**config.mk**
```make
export PLATFORM = sky130hd
export DESIGN_NAME = keypad_emulator
export DESIGN_NICKNAME = d
export VERILOG_FILES = /design/src/rtl/keypad_emulator.sv
export SDC_FILE = /design/constraint.sdc
export NUM_CORES = 1
export LEC_CHECK = 0
export CORE_UTILIZATION = 40
export CTS_BUF_LIST = sky130_fd_sc_hd__clkbuf_2 sky130_fd_sc_hd__clkbuf_4 sky130_fd_sc_hd__clkbuf_8
export DETAILED_ROUTE_END_ITERATION = 16
export GPL_TIMING_DRIVEN = 0
export SLEW_MARGIN = 20
export SYNTH_ARGS = -nofsm -noshare
export SYNTH_HDL_FRONTEND = slang
export SYNTH_SLANG_ARGS = --single-unit
export TNS_END_PERCENT = 10
```
**constraint.sdc**
```tcl
create_clock -name clk -period 2.31 [get_ports clk]
set_input_delay 0.462 -clock clk [delete_from_list [all_inputs] [get_ports clk]]
set_output_delay 0.462 -clock clk [all_outputs]
set_load 0.01 [all_outputs]
```
**src/rtl/keypad_emulator.sv**
```systemverilog
// -----------------------------------------------------------------------------
// keypad_emulator
//
// Emulates a 4x4 matrix keypad towards a column-scanning controller. Key
// requests are queued in a 4-deep FIFO and "pressed" one at a time. Each key
// is held for HOLD_CYCLES clocks, then released for GAP_CYCLES clocks before
// the next key is taken from the queue.
//
// Ports:
//   clk        system clock, all logic on its rising edge
//   rst_n      asynchronous active-low reset
//   key_valid  request to press key_code
//   key_code   key to press; 0x0-0xF valid, 0x10-0x1F rejected with err
//   key_ready  queue can accept a request this cycle
//   Col        active-low column drive from the scanner
//   Row        active-low row response to the scanner
//   pressed    high while a key is being held
//   busy       high while a key is in progress or keys are queued
//   err        one-cycle pulse after an invalid code was accepted
//
// Build option:
//   KYPD_BOUNCE_EN  when defined, the row output chatters (follows counter
//                   bit 9) during the first BOUNCE_CYCLES cycles of a press.
// -----------------------------------------------------------------------------
module keypad_emulator #(
    parameter int HOLD_CYCLES   = 1000000,
    parameter int GAP_CYCLES    = 500000,
    parameter int BOUNCE_CYCLES = 65536
) (
    input  logic       clk,
    input  logic       rst_n,
    input  logic       key_valid,
    input  logic [4:0] key_code,
    output logic       key_ready,
    input  logic [3:0] Col,
    output logic [3:0] Row,
    output logic       pressed,
    output logic       busy,
    output logic       err
);

    localparam logic [1:0] ST_IDLE = 2'd0;
    localparam logic [1:0] ST_HOLD = 2'd1;
    localparam logic [1:0] ST_GAP  = 2'd2;

    localparam logic [23:0] HOLD_LAST = 24'(HOLD_CYCLES - 1);
    localparam logic [23:0] GAP_LAST  = 24'(GAP_CYCLES - 1);

    logic [1:0]  state_q, state_d;
    logic [23:0] cnt_q, cnt_d;
    logic [3:0]  curKey_q, curKey_d;
    logic [3:0]  fifoMem_q [4];
    logic [1:0]  wrPtr_q, rdPtr_q;
    logic [2:0]  fifoCount_q;
    logic        readyEn_q;
    logic        err_q;
    logic        pressed_q;
    logic [3:0]  row_q, row_d;

    logic        accept, push, pop;
    logic [1:0]  keyCol, keyRow;
    logic        colDriven, rowEnable;

    // readyEn_q keeps key_ready low while in reset and lets it rise on the
    // first clock edge afterwards.
    assign key_ready = readyEn_q & (fifoCount_q != 3'd4);
    assign accept    = key_valid & key_ready;
    assign push      = accept & ~key_code[4];
    assign pop       = (state_q == ST_IDLE) & (fifoCount_q != 3'd0);

    // Sequencer: take the queue head in IDLE, hold it, then enforce a gap.
    always_comb begin
        state_d  = state_q;
        cnt_d    = cnt_q;
        curKey_d = curKey_q;
        case (state_q)
            ST_IDLE: begin
                if (fifoCount_q != 3'd0) begin
                    state_d  = ST_HOLD;
                    cnt_d    = 24'd0;
                    curKey_d = fifoMem_q[rdPtr_q];
                end
            end
            ST_HOLD: begin
                if (cnt_q == HOLD_LAST) begin
                    state_d = ST_GAP;
                    cnt_d   = 24'd0;
                end else begin
                    cnt_d = cnt_q + 24'd1;
                end
            end
            ST_GAP: begin
                if (cnt_q == GAP_LAST) begin
                    state_d = ST_IDLE;
                    cnt_d   = 24'd0;
                end else begin
                    cnt_d = cnt_q + 24'd1;
                end
            end
            default: begin
                state_d = ST_IDLE;
                cnt_d   = 24'd0;
            end
        endcase
    end

    // Key position in the matrix (column index, row index).
    always_comb begin
        keyCol = 2'd0;
        keyRow = 2'd0;
        case (curKey_q)
            4'h1: begin keyCol = 2'd0; keyRow = 2'd0; end
            4'h4: begin keyCol = 2'd0; keyRow = 2'd1; end
            4'h7: begin keyCol = 2'd0; keyRow = 2'd2; end
            4'h0: begin keyCol = 2'd0; keyRow = 2'd3; end
            4'h2: begin keyCol = 2'd1; keyRow = 2'd0; end
            4'h5: begin keyCol = 2'd1; keyRow = 2'd1; end
            4'h8: begin keyCol = 2'd1; keyRow = 2'd2; end
            4'hF: begin keyCol = 2'd1; keyRow = 2'd3; end
            4'h3: begin keyCol = 2'd2; keyRow = 2'd0; end
            4'h6: begin keyCol = 2'd2; keyRow = 2'd1; end
            4'h9: begin keyCol = 2'd2; keyRow = 2'd2; end
            4'hE: begin keyCol = 2'd2; keyRow = 2'd3; end
            4'hA: begin keyCol = 2'd3; keyRow = 2'd0; end
            4'hB: begin keyCol = 2'd3; keyRow = 2'd1; end
            4'hC: begin keyCol = 2'd3; keyRow = 2'd2; end
            default: begin keyCol = 2'd3; keyRow = 2'd3; end
        endcase
    end

    // Only the key's own column line matters; other low columns are ignored.
    assign colDriven = ~Col[2'd3 - keyCol];

`ifdef KYPD_BOUNCE_EN
    localparam logic [23:0] BOUNCE_LIM = 24'(BOUNCE_CYCLES);
    // Contact chatter: early in the press the row follows counter bit 9.
    assign rowEnable = (cnt_q >= BOUNCE_LIM) | cnt_q[9];
`else
    logic unusedBounce;
    assign unusedBounce = (BOUNCE_CYCLES != 0);
    assign rowEnable    = 1'b1;
`endif

    assign row_d = (state_q == ST_HOLD && colDriven && rowEnable) ?
                   ~(4'b1000 >> keyRow) : 4'b1111;

    // Sequencer and registered outputs.
    always_ff @(posedge clk or negedge rst_n) begin
        if (!rst_n) begin
            state_q   <= ST_IDLE;
            cnt_q     <= 24'd0;
            curKey_q  <= 4'h0;
            readyEn_q <= 1'b0;
            err_q     <= 1'b0;
            pressed_q <= 1'b0;
            row_q     <= 4'b1111;
        end else begin
            state_q   <= state_d;
            cnt_q     <= cnt_d;
            curKey_q  <= curKey_d;
            readyEn_q <= 1'b1;
            err_q     <= accept & key_code[4];
            pressed_q <= (state_d == ST_HOLD);
            row_q     <= row_d;
        end
    end

    // Request FIFO; simultaneous push and pop leave the count unchanged.
    always_ff @(posedge clk or negedge rst_n) begin
        if (!rst_n) begin
            fifoMem_q   <= '{default: 4'h0};
            wrPtr_q     <= 2'd0;
            rdPtr_q     <= 2'd0;
            fifoCount_q <= 3'd0;
        end else begin
            if (push) begin
                fifoMem_q[wrPtr_q] <= key_code[3:0];
                wrPtr_q            <= wrPtr_q + 2'd1;
            end
            if (pop) begin
                rdPtr_q <= rdPtr_q + 2'd1;
            end
            if (push && !pop) begin
                fifoCount_q <= fifoCount_q + 3'd1;
            end else if (pop && !push) begin
                fifoCount_q <= fifoCount_q - 3'd1;
            end
        end
    end

    assign Row     = row_q;
    assign pressed = pressed_q;
    assign err     = err_q;
    assign busy    = (state_q != ST_IDLE) | (fifoCount_q != 3'd0);

endmodule

```
## Word-level counts from Yosys, hierarchy flattened

Memories as Yosys holds them, arrays and structs flattened.
Index checks and enable logic that the tools add are counted.

| operators by class | value |
|---|---|
| reductions and logical operators | 11 |
| bitwise logic cells | 11 |
| eq/ne operators | 7 |
| shifts and indexed selects | 1 |
| magnitude comparators | 4 |
| multiplexer cells | 19 |
| add/subtract/negate cells | 6 |

Operator list:

| cell | count |
|---|---|
| 24-bit two-way mux | 3 |
| 24-bit one-hot mux with 3 select lines | 1 |
| 24-bit by 1-bit adder with 24-bit output, second input constant | 1 |
| 24-bit by 19-bit == test with 1-bit output, second input constant | 1 |
| 24-bit by 20-bit == test with 1-bit output, second input constant | 1 |
| 16-bit bitwise mux | 1 |
| 4-bit two-way mux | 4 |
| 4-bit binary-select mux with 2-bit select | 1 |
| 4-bit demux with 2-bit select | 1 |
| 3-bit greater-or-equal comparator, second input constant | 2 |
| 2-bit two-way mux | 3 |
| 3-bit two-way mux | 2 |
| 2-bit inverter with 3-bit output | 2 |
| 2-bit one-hot mux with 3 select lines | 1 |
| 1-bit AND | 5 |
| 2-bit by 1-bit adder with 2-bit output, second input constant | 2 |
| 2-bit by 1-bit == test with 1-bit output, second input constant | 2 |
| 1-bit logical AND | 4 |
| 4-bit inverter | 1 |
| 2-bit nonzero test | 2 |
| 4-bit by 2-bit >> shifter with 4-bit output, first input constant | 1 |
| 3-bit by 1-bit adder with 3-bit output, second input constant | 1 |
| 2-bit by 3-bit < comparator with 1-bit output, second input constant | 1 |
| 3-bit by 1-bit < comparator with 1-bit output, second input constant | 1 |
| other kinds (13) | 15 |

| storage, ports and cells | value |
|---|---|
| input bits | 12 |
| bits in registers | 60 |
| ROM bits | 64 |
| memories kept | 1 |
| word-level logic and storage cells | 74 |

Memories:

| name | words | bits a word | read ports | clocked after Yosys merged registers in | wr ports | line | RTL |
|---|---|---|---|---|---|---|---|
| (no name shown) | 16 | 4 | 1 | 0 | 0 | 111 | `case (curKey_q)` |

## Longest topological paths before layout

Gate-level depths: netlist of run 1.

| logic depth | value |
|---|---|
| depth after elaboration | 8 |
| depth in mapped cells | 10 |
| gate-level depth less buffers | 10 |

## Worst setup path before layout of run 1

OpenSTA, ideal clock, no wires.

| timing path | value |
|---|---|
| path kind | register to register |
| from | register fifoCount_q[0] |
| to | register fifoCount_q[2] |
| cell stages (with the launch flop) | 11 |
| required time | 2.231 ns |
| setup slack | -0.107 ns |
| library setup time | 0.079 ns |
| data arrival time | 2.338 ns |
| path buffers | 1 |
| path through | dfrtp_1 nor2_1 a21boi_0 and3b_1 clkbuf_1 ha_1 inv_1 fa_1 xor2_1 nor2_1 xor2_1 |

| between the ends | value |
|---|---|
| longest elaborated chain between the ends | 7 |
| elaborated cells on any way between the ends | 15 |

Ends and longest elaborated chain:

| element | line | RTL |
|---|---|---|
| from (decl) | 54 | `logic [2:0] fifoCount_q;` |
| from (signal assigned) | 184 | `fifoCount_q <= fifoCount_q + 3'd1;` |
| from (signal assigned) | 186 | `fifoCount_q <= fifoCount_q - 3'd1;` |
| 3-bit inequality test * | 66 | `assign key_ready = readyEn_q & (fifoCount_q != 3'd4);` |
| 1-bit AND * | 66 |  |
| net key_ready | 34 | `output logic key_ready,` |
| 1-bit AND * | 67 | `assign accept = key_valid & key_ready;` |
| 1-bit AND * | 68 | `assign push = accept & ~key_code[4];` |
| net push | 60 | `logic accept, push, pop;` |
| 1-bit zero test | 185 | `end else if (pop && !push) begin` |
| 1-bit logical AND | 185 |  |
| 2-bit nonzero test (no line) | -- |  |

The timed path passes the listed nets; every way through them passes the cells marked *. The select of a mux whose other input is x is not followed.
A chain may end at the register's enable or synchronous reset.

## Worst setup path in the final report of run 1

| timing path | value |
|---|---|
| from | register cnt_q[6] |
| to | register pressed_q, in the netlist pressed |

| between the ends | value |
|---|---|
| longest elaborated chain between the ends | 4 |
| elaborated cells on any way between the ends | 6 |

Ends and longest elaborated chain:

| element | line | RTL |
|---|---|---|
| from (decl) | 50 | `logic [23:0] cnt_q, cnt_d;` |
| from (signal assigned) | 159 | `cnt_q <= cnt_d;` |
| 24-bit by 19-bit == test with 1-bit output or 24-bit by 20-bit == test with 1-bit output (tied branches) | 93, 85 |  |
| 2-bit two-way mux, on equally long branches | 93, 85 |  |
| 2-bit one-hot mux with 3 select lines * | 76 | `case (state_q)` |
| net state_d[1] | 49 | `logic [1:0] state_q, state_d;` |
| 2-bit by 1-bit == test with 1-bit output * | 163 | `pressed_q <= (state_d == ST_HOLD);` |
| to (signal assigned) | 163 |  |
| to (decl) | 57 | `logic pressed_q;` |

The timed path passes the listed nets; every way through them passes the cells marked *.

==> run metrics, run 1 <==
count of standard-cell rows=32; portion of synthesized cell area occupied by the leading cell type=43.8%; worst setup slack before clock tree synthesis=-0.419 ns; Core Util, Final=49.9%; starting density of the core=41.4%; Post-Route Setup TNS=0 ns; total congestion overflow=0; count leader, synth=sky130_fd_sc_hd__dfrtp_1; maximum number of pins on one net before global-route repair=43; gate count after technology mapping=312; clock tree from TritonCTS=yes; total of flip-flops plus latches after synthesis=60; antenna violations before repair=0; total inserted antenna cells=0; P_leak=1.59 nW; Synth Flop Type=sky130_fd_sc_hd__dfrtp_1; floorplan die width=91.4 um; clock latency at the later pin of the worst-skew pair=0.35 ns; most used standard cells in the synthesized netlist=sky130_fd_sc_hd__dfrtp_1, sky130_fd_sc_hd__nand2_1, sky130_fd_sc_hd__mux2_2, sky130_fd_sc_hd__xnor2_1, sky130_fd_sc_hd__o211ai_1; main combinational cell family by area after synthesis=simple AND/OR/NAND/NOR gates; final net count=370; Post-Synth Simple-Gate Area=19.2%; peak clock frequency supported by timing=0.451 GHz; setup repair after global routing missed its margin=true; via/cell ratio=5.38; cells along the critical path=or4_1 > nor4_4 > a31oi_2 > o311a_1 > nor4_2; max-cap check violation count=0; Mean Syn Cell Area=10.3 um2; number of buffers added on ports=19; power density normalized to cell area=720 nW/um2; final setup violation count=0; crit path buf inv count=0; final number of max-transition violations=0; final estimated routing congestion in global placement=0.787; critical-path cell with the highest stage delay=sky130_fd_sc_hd__or4_1; post-synthesis to final-layout area growth=20.5%; CTS clk-pin slew, worst paths=0.08 ns; post-synth cell types=48; global-route wire length before repair=11.8 mm; first-pass detailed-route iteration total=4; type of the worst setup path=register to register; category of the worst setup path launch point=register; post-synthesis adder-cell area fraction=4.54%; post-synth net total=335; vias in the first global route=2409; Synth Area in XOR/XNOR=5.75%; final hold slack=0.504 ns; number of cells after detailed placement=434; routed len/inst=14.9 um; highest-utilization routing layer at the global route stage=met2; area leader, netlist=sky130_fd_sc_hd__dfrtp_1; sequential-to-total area share from yosys stat=47.1%; overall power consumption=2.78 mW; filler instances=733; vertical extent of the die=91.4 um; Warnings, synthesis=0; residual DRC count=0; number of buffers on the longest clock path=2; met2 capacity usage during global routing=26.6%; arrival time worst endpoint=2.47 ns; status=complete, no violations; met1 Usage GRT=25.7%; number of buffers inserted during clock tree synthesis=9; Die Footprint=8360 um2; clock tree root driver cell=sky130_fd_sc_hd__clkbuf_8; ratio of cells with drive above 1 in the final layout=19.9%; count of nets left with antenna violations after detail routing=0; Worst path top cell family by delay=simple AND/OR/NAND/NOR gates; setup clock skew after layout=0.00829 ns; number of clock sinks=60; Compound-Gate Fraction of Synth Area=11.1%; data required time of the critical path=2.56 ns; placeable core region=7730 um2; routed wire length=6.76 mm; first-iteration detailed-routing DRC count=100; summed instance area of the synthesized netlist=3200 um2; cell types with the largest area share after synthesis=sky130_fd_sc_hd__dfrtp_1, sky130_fd_sc_hd__mux2_2, sky130_fd_sc_hd__nand2_1; cell area after layout=3860 um2; H-tree lvl count=3; Final period util=96.0%; peak supply drop=0.000418 V; tightest slew margin relative to the limit=65.7%; final setup margin=0.0914 ns; detailed-route via count=2441; async set-or-reset flop fraction in the synthesized netlist=100%; count of boundary I/O pins=20; met3 usage=4.69%; proportion of synthesized area in mux cells=8.80%; Max Fanout on Critical Path=8; dpl hpwl=4.61 mm; final count of hold timing violations=0; endpoint class of the critical path=register; delay of the slowest cell on the worst path=0.58 ns; final cell count without fillers=454; overall routing resource usage=18.2%; transition at the pin with the smallest max-transition slack=0.514 ns; EDFF count, synth=0; cell area reported after detailed placement=3530 um2; class of the most critical hold timing path=register to register; post-layout minimum cycle time=2.22 ns
[timing repair]
item,CTS,global route
hold buffers,1,0
cloned,0,0
endpoints found under the hold margin,14,0
pin swaps,1,1
gates resized for setup,14,16
setup endpoints to repair,27,24
setup buffers,2,2
[state kept, by name, indices dropped and copies added, names as in the netlist, 2 cells and up]
register / flops
cnt_q: 24
fifoMem_q: 16
Row: 4
curKey_q: 4
fifoCount_q: 3
rdPtr_q: 2
state_q: 2
wrPtr_q: 2
[report_power, final]
part | total, mW | internal, mW | switching (mW)
Sequential | 1.36 | 1.23 | 0.131
Combinational | 0.420 | 0.260 | 0.160
Clock | 0.993 | 0.515 | 0.479
Total | 2.78 | 2.01 | 0.770
[final timing paths]
| path | depth (start not counted) | startpoint | slack [ns] | endpoint |
|---|---|---|---|---|
| max reg2reg | 5 | cnt_q[6]$_DFFE_PN0P_ | 0.09 | pressed$_DFF_PN0_ |
| max | 5 | cnt_q[6]$_DFFE_PN0P_ | 0.09 | pressed$_DFF_PN0_ |
| min | 1 | fifoMem_q[10]$_DFFE_PN0P_ | 0.50 | fifoMem_q[10]$_DFFE_PN0P_ |
| min reg2reg | 1 | fifoMem_q[10]$_DFFE_PN0P_ | 0.50 | fifoMem_q[10]$_DFFE_PN0P_ |
| min in group asynchronous | 2 | rst_n | 0.52 | fifoMem_q[13]$_DFFE_PN0P_ |
| max in group asynchronous | 3 | rst_n | 1.27 | fifoCount_q[1]$_DFFE_PN0P_ |
[routing by layer]
layer | wire length [um] | vias up
met2 | 3110 | 33
met1 | 3340 | 1199
met5 | 0 | -
li1 | - | 1201
met4 | 82 | 0
met3 | 225 | 8
[cell families after synthesis]
| family | Yosys count |
|---|---|
| simple gates | 116 |
| fa+ha+maj | 11 |
| mux | 21 |
| buf+inv | 28 |
| xor+xnor | 21 |
| other cells | 1 |
| flops | 60 |
| compound gates | 54 |
[cell type report]
cell class | count | area, um2 | share of cell area [%]
Multi-Input combinational cell | 224 | 1640 | 42.6
Sequential cell | 60 | 1510 | 39.1
Timing Repair Buffer | 25 | 248 | 6.42
Tap cell | 102 | 128 | 3.31
Clock buffer | 9 | 124 | 3.21
Clock inverter | 7 | 81.3 | 2.11
Buffer | 15 | 78.8 | 2.04
Inverter | 12 | 46.3 | 1.20
[layout by cell type (no fill, tap or decap), drive strengths merged, types with 2 or more instances in the layout]
| cell type | n |
|---|---|
| nand2 | 47 |
| a21oi | 14 |
| nor2 | 7 |
| mux4 | 4 |
| and3 | 4 |
| nand3 | 11 |
| buf | 9 |
| clkinv | 2 |
| dfstp | 4 |
| nand4 | 6 |
| dfrtp | 56 |
| a21boi | 2 |
| clkbuf | 21 |
| o211ai | 15 |
| clkdlybuf4s50 | 17 |
| and4 | 5 |
| o221ai | 2 |
| o21ai | 10 |
| xnor2 | 16 |
| mux2 | 17 |
| nor3 | 10 |
| ha | 10 |
| nor4 | 13 |
| o311ai | 2 |
| nand3b | 2 |
| xor2 | 5 |
| nand2b | 3 |
| inv | 15 |
| nor4b | 3 |
Note: power is estimated with default switching activity, not from simulation.
==> run 2, diff against run 1 <==
--- a/config.mk
+++ b/config.mk
@@ -5,6 +5,7 @@
 export SDC_FILE = /design/constraint.sdc
 export NUM_CORES = 1
 export LEC_CHECK = 0
+export CAP_MARGIN = 20
 export CORE_UTILIZATION = 40
 export CTS_BUF_LIST = sky130_fd_sc_hd__clkbuf_2 sky130_fd_sc_hd__clkbuf_4 sky130_fd_sc_hd__clkbuf_8
 export DETAILED_ROUTE_END_ITERATION = 16
==> constraint.sdc (replaced) <==
create_clock -name clk -period 1.8 [get_ports clk]
set_input_delay 0.36 -clock clk [delete_from_list [all_inputs] [get_ports clk]]
set_output_delay 0.36 -clock clk [all_outputs]
set_load 0.01 [all_outputs]
==> run metrics, run 2 (synthesized netlist as in run 1, its figures left out) <==
final setup margin=-0.265 ns (-0.357 ns); clock tree root driver cell=sky130_fd_sc_hd__clkbuf_8; count of nets left with antenna violations after detail routing=0 (unchanged); maximum number of pins on one net before global-route repair=37 (-14%); floorplan die width=91.4 um (unchanged); power density normalized to cell area=841 nW/um2 (+17%); clock latency at the later pin of the worst-skew pair=0.34 ns (about the same); status=finished with violations; routed wire length=7.33 mm (+8.5%); type of the worst setup path=register to register; data required time of the critical path=2.07 ns (-0.49 ns); register containing the most flip-flops in the final layout=cnt_q; category of the worst setup path launch point=register; cells along the critical path=or3_1 > nor4_4 > buf_4 > buf_4 > buf_4 > a21o_1 > o311a_1 > buf_4; number of clock sinks=60 (unchanged); detailed-route via count=2576 (+5.5%); filler instances=664 (-9.4%); placeable core region=7730 um2 (unchanged); global-route wire length before repair=12.3 mm (+3.7%); peak clock frequency supported by timing=0.484 GHz (+7.4%); tightest slew margin relative to the limit=63.7% (-2.0 points); cell area reported after detailed placement=3610 um2 (+2.2%); P_leak=1.75 nW (+10%); post-layout minimum cycle time=2.07 ns (-0.153 ns); final count of hold timing violations=0 (unchanged); Post-Route Setup TNS=-6.36 ns (-6.36 ns); transition at the pin with the smallest max-transition slack=0.544 ns (+0.0298 ns); setup clock skew after layout=0.0133 ns (+0.00496 ns); number of buffers inserted during clock tree synthesis=9 (unchanged); Core Util, Final=54.4% (+4.5 points); clock tree from TritonCTS=yes; via/cell ratio=5.43 (+1.1%); register-to-register path setup slack=-0.27 ns (-0.36 ns); failing checks=setup timing; antenna violations before repair=0 (unchanged); final setup violation count=30 (+30); first-iteration detailed-routing DRC count=156 (+56%); post-synthesis to final-layout area growth=31.4%; class of the most critical hold timing path=input pin to async pin; final number of max-transition violations=0 (unchanged); registers with the highest flip-flop counts=cnt_q (24), fifoMem_q (16); setup repair after global routing missed its margin=true; top library cells by usage in the layout, fill and taps aside=sky130_fd_sc_hd__dfrtp_1, sky130_fd_sc_hd__nand2_1, sky130_fd_sc_hd__buf_4, sky130_fd_sc_hd__mux2_2; total congestion overflow=0 (unchanged); count of boundary I/O pins=20 (unchanged); number of buffers on the longest clock path=2 (unchanged); Die Footprint=8360 um2 (unchanged); count of standard-cell rows=32 (unchanged); worst setup slack before clock tree synthesis=-0.617 ns (-0.198 ns); routed len/inst=15.5 um (+3.9%); first-pass detailed-route iteration total=4 (unchanged); RR Endpoint=state_q[1]$_DFF_PN0_; arrival time worst endpoint=2.34 ns (-0.13 ns); overall routing resource usage=18.8% (+0.56 points); dpl hpwl=4.60 mm (-0.20%); max-cap check violation count=0 (unchanged); endpoint class of the critical path=register; number of flip-flops under the largest register name=24 (unchanged); most common cell after layout, fill and taps aside=sky130_fd_sc_hd__dfrtp_1; critical-path cell with the highest stage delay=sky130_fd_sc_hd__dfrtp_2; final net count=390 (+5.4%); total inserted antenna cells=0 (unchanged); cell area after layout=4200 um2 (+9.0%); number of buffers added on ports=19 (unchanged); peak supply drop=0.000628 V (+50%); starting density of the core=41.4% (unchanged); reg2reg path depth=8 (+3); delay of the slowest cell on the worst path=0.45 ns (-0.13 ns); residual DRC count=0 (unchanged); vertical extent of the die=91.4 um (unchanged); reg-to-reg critical path startpoint=cnt_q[11]$_DFFE_PN0P_; final estimated routing congestion in global placement=0.778 (-1.2%); H-tree lvl count=3 (unchanged); vias in the first global route=2606 (+8.2%); Max Fanout on Critical Path=6 (-2); CTS clk-pin slew, worst paths=0.08 ns (about the same); Most Frequent Cell on Critical Path=sky130_fd_sc_hd__buf_4; ratio of cells with drive above 1 in the final layout=30.6% (+11 points); Final period util=115% (+19 points)
[run 2: changes by cell type in the layout (fill, tap and decap cells not counted), sizes merged]
| cell | change |
|---|---|
| clkdlybuf4s15 | -1 |
| inv | -3 |
| dlygate4sd2 | +1 |
| clkbuf | -1 |
| clkinvlp | +1 |
| clkinv | +2 |
| buf | +22 |
| clkdlybuf4s50 | -1 |
[run 2: routing by layer]
| metal | part of all wire (%) | vias to the layer above | global-route usage [%] |
|---|---|---|---|
| li1 | - | 1245 | - |
| met3 | 2.5 | 11 | 4.27 |
| met4 | 1.4 | 0 | 6.22 |
| met2 | 47 | 33 | 28.9 |
| met5 | 0 | - | 0 |
| met1 | 49 | 1287 | 26.1 |
[run 2: stage by stage]
step,cells,power [mW],hold WS [ns]
final,474,3.54,0.470
after global routing,474,3.74,0.497
after CTS,462,3.56,0.482
after detailed placement,434,2.31,0.300
after global placement,433,2.27,0.483
after floorplan,312,2.12,0.0644
[run 2: where the power goes]
part / internal, mW / leakage, nW / switching (mW)
registers: 1.58 / 0.754 / 0.167
logic: 0.351 / 0.896 / 0.207
clock network: 0.646 / 0.0958 / 0.581
[run 2: how the worst max path moves through the flow]
| stage | end | from | slack [ns] | cells past startpoint |
|---|---|---|---|---|
| 3_3_place_gp | fifoMem_q[4]$_DFFE_PN0P_ | rst_n | -1.65 | 1 |
| 5_1_grt | cnt_q[9]$_DFFE_PN0P_ | cnt_q[1]$_DFFE_PN0P_ | -0.36 | 8 |
| 4_1_cts | busy | state_q[0]$_DFF_PN0_ | -0.33 | 6 |
| 2_1_floorplan | fifoCount_q[1]$_DFFE_PN0P_ | state_q[1]$_DFF_PN0_ | -0.22 | 8 |
| 3_5_place_dp | busy | state_q[1]$_DFF_PN0_ | -0.62 | 6 |
| 6_report | state_q[1]$_DFF_PN0_ | cnt_q[11]$_DFFE_PN0P_ | -0.27 | 8 |
[run 2: critical path: cells and delay by family (launching register included)]
kind,cells,cell delay [ns]
AOI/OAI and AO/OA,2,0.31
buffers and inverters,4,0.50
and+or+nand+nor,2,0.73
DFF,1,0.45
[run 2: layout make-up]
type	instances	area (um2)	area share (%)
clock buffers	9	124	2.95
well taps	102	128	3.04
repair buffers	45	403	9.58
flip-flops and latches	60	1510	36.0
plain buffers	15	124	2.95
multi-input cells	224	1790	42.6
inverters	12	46.3	1.10
clock inverters	7	76.3	1.82
[run 2: timing repair]
item                                    4_1_cts  5_1_grt
hold buffers                                  1        0
endpoints found under the setup margin       31       38
buffers inserted                             10       12
hold endpoints to repair                     24        0
pin swaps                                    15        6
gates cloned                                  1        1
resized for setup                            30       31
